### config.mk
export PLATFORM = sky130hd
export DESIGN_NAME = sprite_dma
export DESIGN_NICKNAME = d
export VERILOG_FILES = /design/src/rtl/sprite_dma.sv
export SDC_FILE = /design/constraint.sdc
export NUM_CORES = 1
export LEC_CHECK = 0
export CORE_ASPECT_RATIO = 1.75
export CORE_UTILIZATION = 50
export DETAILED_ROUTE_END_ITERATION = 10
export PLACE_DENSITY = 0.88
export SETUP_SLACK_MARGIN = 0.4
export SLEW_MARGIN = 25
export SYNTH_ARGS = -nofsm -noshare
export SYNTH_HDL_FRONTEND = slang
export SYNTH_SLANG_ARGS = --single-unit
### constraint.sdc
create_clock -name clk -period 5.15 [get_ports clk]
set_input_delay 0.7725 -clock clk [delete_from_list [all_inputs] [get_ports clk]]
set_output_delay 0.7725 -clock clk [all_outputs]
set_load 0.05 [all_outputs]
### src/rtl/sprite_dma.sv
// Sprite attribute DMA: takes the Z80 bus, copies LEN bytes from {src_hi,8'h00}
// into objram at DST_BASE one byte per RD/CAP/WR triple, then hands the bus back.
module sprite_dma #(
  parameter int         LEN      = 384,
  parameter logic [9:0] DST_BASE = 10'h000
) (
  input  logic        clk,
  input  logic        rst,
  input  logic        step_ena,
  input  logic        start,
  input  logic [7:0]  src_hi,
  output logic        busrq_n,
  input  logic        busak_n,
  output logic        dma_active,
  output logic        busy,
  output logic [15:0] dma_addr,
  output logic        dma_rd_n,
  output logic        dma_wr_n,
  output logic        dma_obj_ena_n,
  input  logic [7:0]  dma_din,
  output logic [7:0]  dma_dout,
  output logic        done,
  output logic [2:0]  dbg_state
);

  typedef enum logic [2:0] {
    S_IDLE = 3'd0,
    S_REQ  = 3'd1,
    S_RD   = 3'd2,
    S_CAP  = 3'd3,
    S_WR   = 3'd4,
    S_REL  = 3'd5
  } state_t;

  localparam logic [9:0] LAST_IDX = 10'(LEN - 1);

  state_t      state;
  logic [7:0]  src_q;
  logic [9:0]  idx;
  logic [9:0]  idx_nxt;
  logic [9:0]  obj_addr;

  assign idx_nxt   = idx + 10'd1;
  assign obj_addr  = DST_BASE + idx;
  assign dbg_state = state;

  // Bus handshake: busrq_n low asks for the bus; the grant is busak_n low as
  // sampled in REQ. Giving it back is busrq_n high, and the CPU's busak_n high
  // sampled in REL ends the transfer. The grant is assumed stable while active.
  // Outputs are assigned on the transition into the state they belong to, so
  // every strobe is a flop and holds steady for as long as the state is held.
  always_ff @(posedge clk) begin
    if (rst) begin
      state         <= S_IDLE;
      src_q         <= 8'h00;
      idx           <= 10'd0;
      busrq_n       <= 1'b1;
      dma_active    <= 1'b0;
      busy          <= 1'b0;
      dma_addr      <= 16'h0000;
      dma_rd_n      <= 1'b1;
      dma_wr_n      <= 1'b1;
      dma_obj_ena_n <= 1'b1;
      dma_dout      <= 8'h00;
      done          <= 1'b0;
    end else if (step_ena) begin
      done <= 1'b0;
      case (state)
        S_IDLE: begin
          if (start) begin
            src_q   <= src_hi;
            idx     <= 10'd0;
            busrq_n <= 1'b0;
            busy    <= 1'b1;
            state   <= S_REQ;
          end
        end
        S_REQ: begin
          if (!busak_n) begin
            dma_active <= 1'b1;
            dma_rd_n   <= 1'b0;
            dma_addr   <= {src_q, 8'h00} + {6'b0, idx};
            state      <= S_RD;
          end
        end
        S_RD: begin
          state <= S_CAP;
        end
        S_CAP: begin
          // Synchronous RAM returns data one cycle after the RD address.
          dma_dout      <= dma_din;
          dma_rd_n      <= 1'b1;
          dma_wr_n      <= 1'b0;
          dma_obj_ena_n <= 1'b0;
          dma_addr      <= {6'b0, obj_addr};
          state         <= S_WR;
        end
        S_WR: begin
          dma_wr_n      <= 1'b1;
          dma_obj_ena_n <= 1'b1;
          if (idx == LAST_IDX) begin
            busrq_n    <= 1'b1;
            dma_active <= 1'b0;
            state      <= S_REL;
          end else begin
            idx      <= idx_nxt;
            dma_rd_n <= 1'b0;
            dma_addr <= {src_q, 8'h00} + {6'b0, idx_nxt};
            state    <= S_RD;
          end
        end
        S_REL: begin
          if (busak_n) begin
            busy  <= 1'b0;
            done  <= 1'b1;
            state <= S_IDLE;
          end
        end
        default: begin
          state <= S_IDLE;
        end
      endcase
    end
  end

endmodule
==> impl_metrics.ini, run 1 <==
[die]
start_util_pct = 52.8
die_w_um = 55.5
dieArea_um2 = 5310
core_region_area_um2 = 4750
die_h_um = 95.7
rows = 33
io_pins = 55

[synthesis]
avgSynthCellArea_um2 = 8.41
yosysWarnings = 0
synth-edff-count = 0
syn_area_um2 = 2510
synthFlopType = dfxtp_1
synth_top_area_cell = dfxtp_1
synth_nets = 323
ys_seq_elements = 51
seq_area_frac_synth_pct = 40.7
synthCells = 298
async_flop_share_pct = 0
synth_area_leaders = dfxtp_1, nand2_1, nor2_1
ys_types = 48
synth.top_cell.area_share_pct = 40.7

[timing]
fmax_mhz = 337
fin_crit_sh_pct = 57.7
rsz0062_at_grt = false
finalHoldViolations = 0
finalSetupTns_ns = 0
setup_viol = 0
fin_worst_skew_ns = 0.00420
whs_ns = 0.457
worst_pin_slew_ns = 1.00
drv_slew = 0
fin_crit_ns = 2.97
max_slew_margin_pct = 33.1

[clock_tree]
clk_pin_slew_ns = 0.09
cts_inserted_buffers = 5
cts.repair.resized = 0
clkSinkCount = 51
cts_tree = built
htree_levels = 2
insertion_delay_ns = 0.30
ctsHoldBuffers = 0
cts_setup_buffers = 0
root_buffer = clkbuf_8
clockBufferDepth = 2

[grt]
grt_max_degree = 50
grt.overflow.total = 0
antenna_found_initial = 0
grt.total_usage_pct = 21.8
busiest_layer = met2
grt_pass1_wl_mm = 9.24
grt_pass1_vias = 2067
met2_usage_pct = 41.5
grt.met1_usage_pct = 22.3
use_met3_pct = 5.16

[setup_path]
critPathLaunchType = register
critPathMaxFanout = 7
endpoint_kind = register
worstPathRequired_ns = 5.38
critPathKind = register to register
crit_arrival_ns = 3.20

[final_layout]
nets = 365
drive_gt1_share_pct = 7.33
fill_cells = 378
antenna_cells = 0
syn_to_final_growth_pct = 24.7

[drt]
drtPass1Iterations = 4
ant_nets = 0
drt-wirelength-per-cell_um = 14.4
routed-via-count = 2270
drc = 0
drt_iter0_markers = 73
wl_mm = 5.66
vias_per_cell = 5.78

[pwr]
peakVddDrop_mv = 0.237
sw_frac_of_total_pct = 26.3
p_leak_uw = 0.00108
p_sw_uw = 220
clkPwrFrac_pct = 34.4
cellPowerDensity_nw_per_um2 = 267
power_frac_comb_pct = 15.3
p_int_uw = 615
seqPwrFrac_pct = 50.3

[placed_design]
port_buffers = 54
dp_hpwl_mm = 4.08
gp_congestion = 0.838

[job]
drv_cap = 0

[min_path]
min_path_type = register to register

[status]
outcome = completed
==> synthesized netlist by cell type (2+ instances only) <==
library cell	count
a21oi_1	26
nand2b_1	4
xnor2_1	10
inv_1	9
a31o_2	2
a221oi_1	2
nand3b_1	2
nand4_1	4
a31oi_1	2
a32o_1	2
mux2i_1	9
nand2_1	38
buf_2	4
a311oi_1	3
dfxtp_1	51
buf_6	3
nor3_1	8
nor2_1	37
xor2_1	5
buf_1	2
nand3_1	19
ha_1	3
a41oi_1	2
nor2b_1	4
and3_1	4
clkbuf_1	10
o21ai_0	7
a211oi_2	6
==> cell type report <==
class,count,area (µm²),area share [%]
multi-input combinational,218,1350,43.1
tap,52,65.1,2.08
clock inverter,2,35.0,1.12
clock buffer,6,82.6,2.64
timing repair buffer,55,543,17.4
inverter,9,33.8,1.08
sequential,51,1020,32.7
==> routing by layer <==
| metal | routed length (µm) | share of wire [%] | vias to the layer above |
|---|---|---|---|
| met2 | 3040 | 54 | 68 |
| met4 | 106 | 1.9 | 0 |
| met3 | 276 | 4.9 | 11 |
| li1 | - | - | 1127 |
| met5 | 0 | 0 | - |
| met1 | 2230 | 39 | 1064 |
==> layout by cell type, fill, tap and decap left out, drive strengths merged, types with 5 or more instances in the layout <==
cell type / n
nor3: 8
clkbuf: 6
nand2: 38
inv: 9
a211oi: 7
xnor2: 10
nand3: 19
nor2: 37
clkdlybuf4s50: 53
mux2i: 9
dfxtp: 51
o21ai: 8
a21oi: 27
xor2: 5
==> logic make-up after synthesis <==
logic type      count (synthesis)  synth area share, %
simple gates                  128                 24.2
compound gates                 62                 18.4
fa+ha+maj                       4                 2.30
xor+xnor                       15                 5.24
mux                             9                 3.59
flops                          51                 40.7
buf+inv                        29                 5.59
==> power groups by stage <==
| stage | Clock, µW | Sequential [µW] | Combinational, µW |
|---|---|---|---|
| after floorplan | 0 | 457 | 57.2 |
| after global placement | 0 | 429 | 125 |
| after detailed placement | 0 | 429 | 128 |
| after CTS | 293 | 420 | 128 |
| after global routing | 309 | 422 | 136 |
| final | 287 | 420 | 127 |
==> state kept, by name (all words and copies together), names as in the netlist <==
name / count
dma_active: 1
dma_dout: 8
done: 1
dma_obj_ena_n: 1
busy: 1
dbg_state: 3
dma_rd_n: 1
src_q: 8
idx: 10
busrq_n: 1
dma_addr: 16
==> final timing paths <==
| check | startpoint | to | slack [ns] | cells past startpoint |
|---|---|---|---|---|
| worst max-delay path | idx[0] | dma_addr[14] | 2.18 | 12 |
| worst min-delay path | dma_addr[10] | dma_addr[10] | 0.46 | 2 |
| worst max register to register | idx[0] | dma_addr[14] | 2.18 | 12 |
| worst min register to register | dma_addr[10] | dma_addr[10] | 0.46 | 2 |
==> stage by stage <==
step	utilization [%]	setup WS [ns]	total power (µW)	instance area, µm²	instances
2_1_floorplan	-	2.23	514	2510	298
3_3_place_gp	63.4	2.11	554	3010	385
3_5_place_dp	63.4	2.07	557	3010	385
4_1_cts	65.8	2.21	841	3130	393
5_1_grt	65.8	1.95	867	3130	393
6_report	65.8	2.18	835	3130	393
==> critical path: stages (launching register included) <==
cell	delay, ns
dfxtp_1	0.46
ha_1	0.27
nand3_1	0.17
nor2_1	0.26
nand4_1	0.18
xnor2_1	0.19
ha_1	0.19
inv_1	0.05
fa_1	0.42
nor3b_1	0.26
xor2_1	0.16
nand3_1	0.08
a21oi_1	0.19
Power figures use the tool's default switching activity.
==> inputs of run 2 (changes only) <==
Settings changed: CORE_UTILIZATION 50 to 45, PLACE_DENSITY 0.88 to 0.84.
Clock period 5.15 ns to 2.4 ns, I/O delays scaled along.
==> impl_metrics.ini, run 2 (same netlist as run 1, synthesis figures left out) <==
[final_layout]
nets = 406
top_regs = dma_addr x16, idx x10
antenna_cells = 0
largest_reg_flops = 16
final_util_pct = 68.4
syn_to_final_growth_pct = 44.6
largest-register = dma_addr
fin_area_um2 = 3630
drive_gt1_share_pct = 23.3
final_common_cell = clkdlybuf4s50_1
mostFrequentLayoutCells = clkdlybuf4s50_1, dfxtp_1, nand2_1

[placed_design]
dp_slack_ns = -0.109
place_area_um2 = 3260
dp_hpwl_mm = 4.71
gp_congestion = 0.910
port_buffers = 54

[clock_tree]
clockBufferDepth = 2
cts_inserted_buffers = 5
ctsHoldBuffers = 0
clk_pin_slew_ns = 0.09
clkSinkCount = 51
cts_tree = built
htree_levels = 2
root_buffer = clkbuf_8
insertion_delay_ns = 0.31

[timing]
rsz0062_at_grt = true
worst_pin_slew_ns = 0.511
drv_slew = 0
fin_ws_ns = 0.0171
max_slew_margin_pct = 65.8
fin_crit_sh_pct = 99.3
finalHoldViolations = 0
setup_viol = 0
fin_crit_ns = 2.38
fin_worst_skew_ns = 0.00906
finalSetupTns_ns = 0
fmax_mhz = 420

[setup_path]
regToRegSetupSlack_ns = 0.02
slowest_delay_ns = 0.43
critPathLaunchType = register
slowest_stage = dfxtp_1
reg2regPathDepth = 10
path_cells = nand4_1 -> nor3_2 -> nand2_1 -> xnor2_2 -> inv_1 -> fa_2 -> nor3b_2 -> xor2_1 -> nand3_1 -> a21oi_2
critPathMaxFanout = 4
r2r-end = dma_addr[14]
r2r-start = idx[2]
worstPathRequired_ns = 2.64
critPathKind = register to register
crit_arrival_ns = 2.62
endpoint_kind = register

[job]
drv_cap = 0

[die]
die_h_um = 101
dieArea_um2 = 5890
start_util_pct = 47.3
core_region_area_um2 = 5300
io_pins = 55
rows = 35
die_w_um = 58.4

[min_path]
holdPathStages = 2
hp-start = dma_dout[7]
min_delay_worst_endpoint = dma_dout[7]
min_path_type = register to register

[grt]
grt_pass1_wl_mm = 11.1
grt_max_degree = 33
grt.overflow.total = 0
antenna_found_initial = 0
grt.total_usage_pct = 24.7
grt_pass1_vias = 2435

[status]
outcome = completed

[drt]
drt_iter0_markers = 115
ant_nets = 0
drt-wirelength-per-cell_um = 15.9
drc = 0
vias_per_cell = 5.55
routed-via-count = 2532
drtPass1Iterations = 4
wl_mm = 7.24

[pwr]
peakVddDrop_mv = 0.504
power_uw = 1790
p_leak_uw = 0.00134
cellPowerDensity_nw_per_um2 = 494
## run 2: cell count changes in the layout (fill, tap and decap cells not counted), moves of 3 or more
cell / change
dlygate4sd2_1: +3
buf_4: +35
a21oi_1: -4
nor2_1: -3
buf_6: +5
dfxtp_1: -5
a21oi_2: +3
clkdlybuf4s50_1: -3
dfxtp_2: +3
## run 2: worst max path at each step
stage / start / to / slack, ns / depth (start not counted)
after floorplan: dbg_state[2] / dma_addr[9] / 0.04 / 10
after global placement: idx[1] / dma_addr[9] / 0.02 / 11
after detailed placement: idx[1] / dma_addr[14] / -0.11 / 12
after CTS: idx[1] / dma_addr[14] / 0.04 / 12
after global routing: idx[2] / dma_addr[14] / -0.14 / 10
final: idx[2] / dma_addr[14] / 0.02 / 10
## run 2: critical path: cells and delay by family (launching register included)
kind	cells	cell delay, ns
compound gates	1	0.14
xor+xnor	2	0.36
fa+ha+maj	1	0.40
buf+inv	1	0.09
flops	1	0.43
simple gates	5	0.88
## run 2: layer usage
metal / GRT usage (%) / share of wire (%) / routed length, µm / up-vias
met5: 0 / 0 / 0 / -
met4: 13.9 / 5.6 / 408 / 0
met3: 4.36 / 5.0 / 360 / 35
met2: 45.4 / 53 / 3850 / 104
met1: 25.4 / 36 / 2620 / 1189
li1: - / - / - / 1204
## run 2: report_power, final
group,internal [µW],total [µW],switching [µW]
clock network,312,592,280
logic,123,305,182
registers,872,893,21.3
total,1310,1790,483
## run 2: area by class of cell
class	count	area (µm²)
clock buffer	7	76.3
tap	74	92.6
multi-input combinational	218	1480
inverter	9	33.8
fill	393	1670
clock inverter	1	30.0
timing repair buffer	96	878
sequential	51	1030
## run 2: what timing repair did
action                     CTS  global route
setup endpoints to repair   11            12
setup buffers               14             3
pin swaps                   17            13
resized for setup           13            18
## run 2: per-stage QoR
| stage | instances | hold slack, ns |
|---|---|---|
| after floorplan | 298 | 0.470 |
| after global placement | 431 | 0.440 |
| after detailed placement | 431 | 0.450 |
| after CTS | 453 | 0.464 |
| after global routing | 456 | 0.480 |
| final | 456 | 0.460 |
==> inputs of run 3 (changes only) <==
--- a/config.mk
+++ b/config.mk
@@ -9,2 +9,3 @@
 export CORE_UTILIZATION = 45
+export CTS_CLUSTER_SIZE = 14
 export DETAILED_ROUTE_END_ITERATION = 10
--- a/constraint.sdc
+++ b/constraint.sdc
@@ -3,2 +3,2 @@
 set_output_delay 0.36 -clock clk [all_outputs]
-set_load 0.05 [all_outputs]
+set_load 0.1 [all_outputs]
==> impl_metrics.ini, run 3 (same netlist as run 1, synthesis figures left out) <==
[final_layout]
top_regs = dma_addr x16, idx x10
mostFrequentLayoutCells = buf_4, dfxtp_1, nand2_1
seq_area_um2 = 1040
instances_no_fill = 455
largest-register = dma_addr
syn_to_final_growth_pct = 40.8
nets = 405
final_common_cell = buf_4
drive_gt1_share_pct = 31.8
fill_cells = 438
largest_reg_flops = 16
multi_input_area_um2 = 1430
fin_area_um2 = 3530
antenna_cells = 0

[drt]
routed-via-count = 2514
ant_nets = 0
drt_iter0_markers = 138
drtPass1Iterations = 4
vias_per_cell = 5.53
wl_mm = 7.12
drt-wirelength-per-cell_um = 15.6
drc = 0

[timing]
fin_crit_sh_pct = 99.2
whs_ns = 0.459
finalHoldViolations = 0
finalSetupTns_ns = 0
fin_ws_ns = 0.0195
fin_crit_ns = 2.38
fmax_mhz = 420
setup_viol = 0
rsz0062_at_grt = true
max_slew_margin_pct = 59.4
drv_slew = 0
fin_worst_skew_ns = 0.0117
worst_pin_slew_ns = 0.610

[clock_tree]
ctsHoldBuffers = 0
clockBufferDepth = 2
root_buffer = clkbuf_8
htree_levels = 2
clkSinkCount = 51
cts_inserted_buffers = 5
insertion_delay_ns = 0.31
cts_tree = built
clk_pin_slew_ns = 0.10

[grt]
antenna_found_initial = 0
grt_max_degree = 30
grt_pass1_wl_mm = 10.4
grt.overflow.total = 0
grt_pass1_vias = 2234
grt.total_usage_pct = 22.7

[status]
outcome = completed

[placed_design]
place_area_um2 = 3180
port_buffers = 54
gp_congestion = 0.873
dp_slack_ns = 0.0277
place_inst = 434
dp_hpwl_mm = 4.59

[die]
die_h_um = 101
rows = 35
io_pins = 55
core_region_area_um2 = 5300
dieArea_um2 = 5890
die_w_um = 58.4
start_util_pct = 47.3

[pwr]
peakVddDrop_mv = 0.467
p_leak_uw = 0.00137
cellPowerDensity_nw_per_um2 = 551

[min_path]
min_path_type = register to register

[setup_path]
critPathKind = register to register
crit_arrival_ns = 2.56
critPathMaxFanout = 3
endpoint_kind = register
critPathLaunchType = register
worstPathRequired_ns = 2.58

[job]
drv_cap = 0
==> run 3: changes by cell type in the layout (fill, tap and decap cells not counted), sizes merged <==
cell and change:
clkbuf +1, buf +32, dlygate4sd2 -3, clkdlybuf4s50 -31
==> run 3: worst paths after layout <==
check | from | endpoint | slack, ns | cells after the start
hold / removal | dma_addr[12] | dma_addr[12] | 0.46 | 2
setup reg to reg | idx[0] | dma_addr[9] | 0.02 | 11
setup / recovery | idx[0] | dma_addr[9] | 0.02 | 11
hold reg to reg | dma_addr[12] | dma_addr[12] | 0.46 | 2
==> run 3: area by class of cell <==
class                      instances  area share [%]
tap                               74            2.62
timing repair buffer              95            22.9
inverter                           9           0.957
multi-input combinational        218            40.5
sequential                        51            29.4
clock buffer                       7            2.76
clock inverter                     1           0.850
==> run 3: repair_timing <==
item,4_1_cts,5_1_grt
resized for setup,11,23
pin swaps,14,14
cloned,0,1
setup endpoints to repair,7,16
endpoints found under the hold margin,0,0
buffers inserted,2,10
==> run 3: routing by layer <==
layer | track usage, % | up-vias | wire length, µm
met2 | 42.2 | 96 | 3910
li1 | - | 1204 | -
met3 | 3.72 | 21 | 322
met1 | 25.3 | 1193 | 2650
met5 | 0 | - | 0
met4 | 8.24 | 0 | 229
==> run 3: per-stage QoR <==
stage	util [%]	power, µW
2_1_floorplan	-	1180
3_3_place_gp	60.0	1280
5_1_grt	66.6	2010
3_5_place_dp	60.0	1280
4_1_cts	63.4	1930
6_report	66.6	1950
==> run 3: report_power, final <==
group	switching [µW]	total, µW	internal, µW
Combinational	262	389	127
Sequential	21.5	892	871
Clock	289	664	375
Total	573	1950	1370
==> run 3: critical path: stages (launching register included) <==
cell and delay, ns:
dfxtp_4 0.38, ha_4 0.14, nand3_4 0.06, nor2_2 0.11, nand4_1 0.15, xnor2_1 0.20, ha_2 0.23, inv_2 0.04
fa_2 0.51, inv_1 0.04, a221oi_1 0.30, nor3_1 0.09
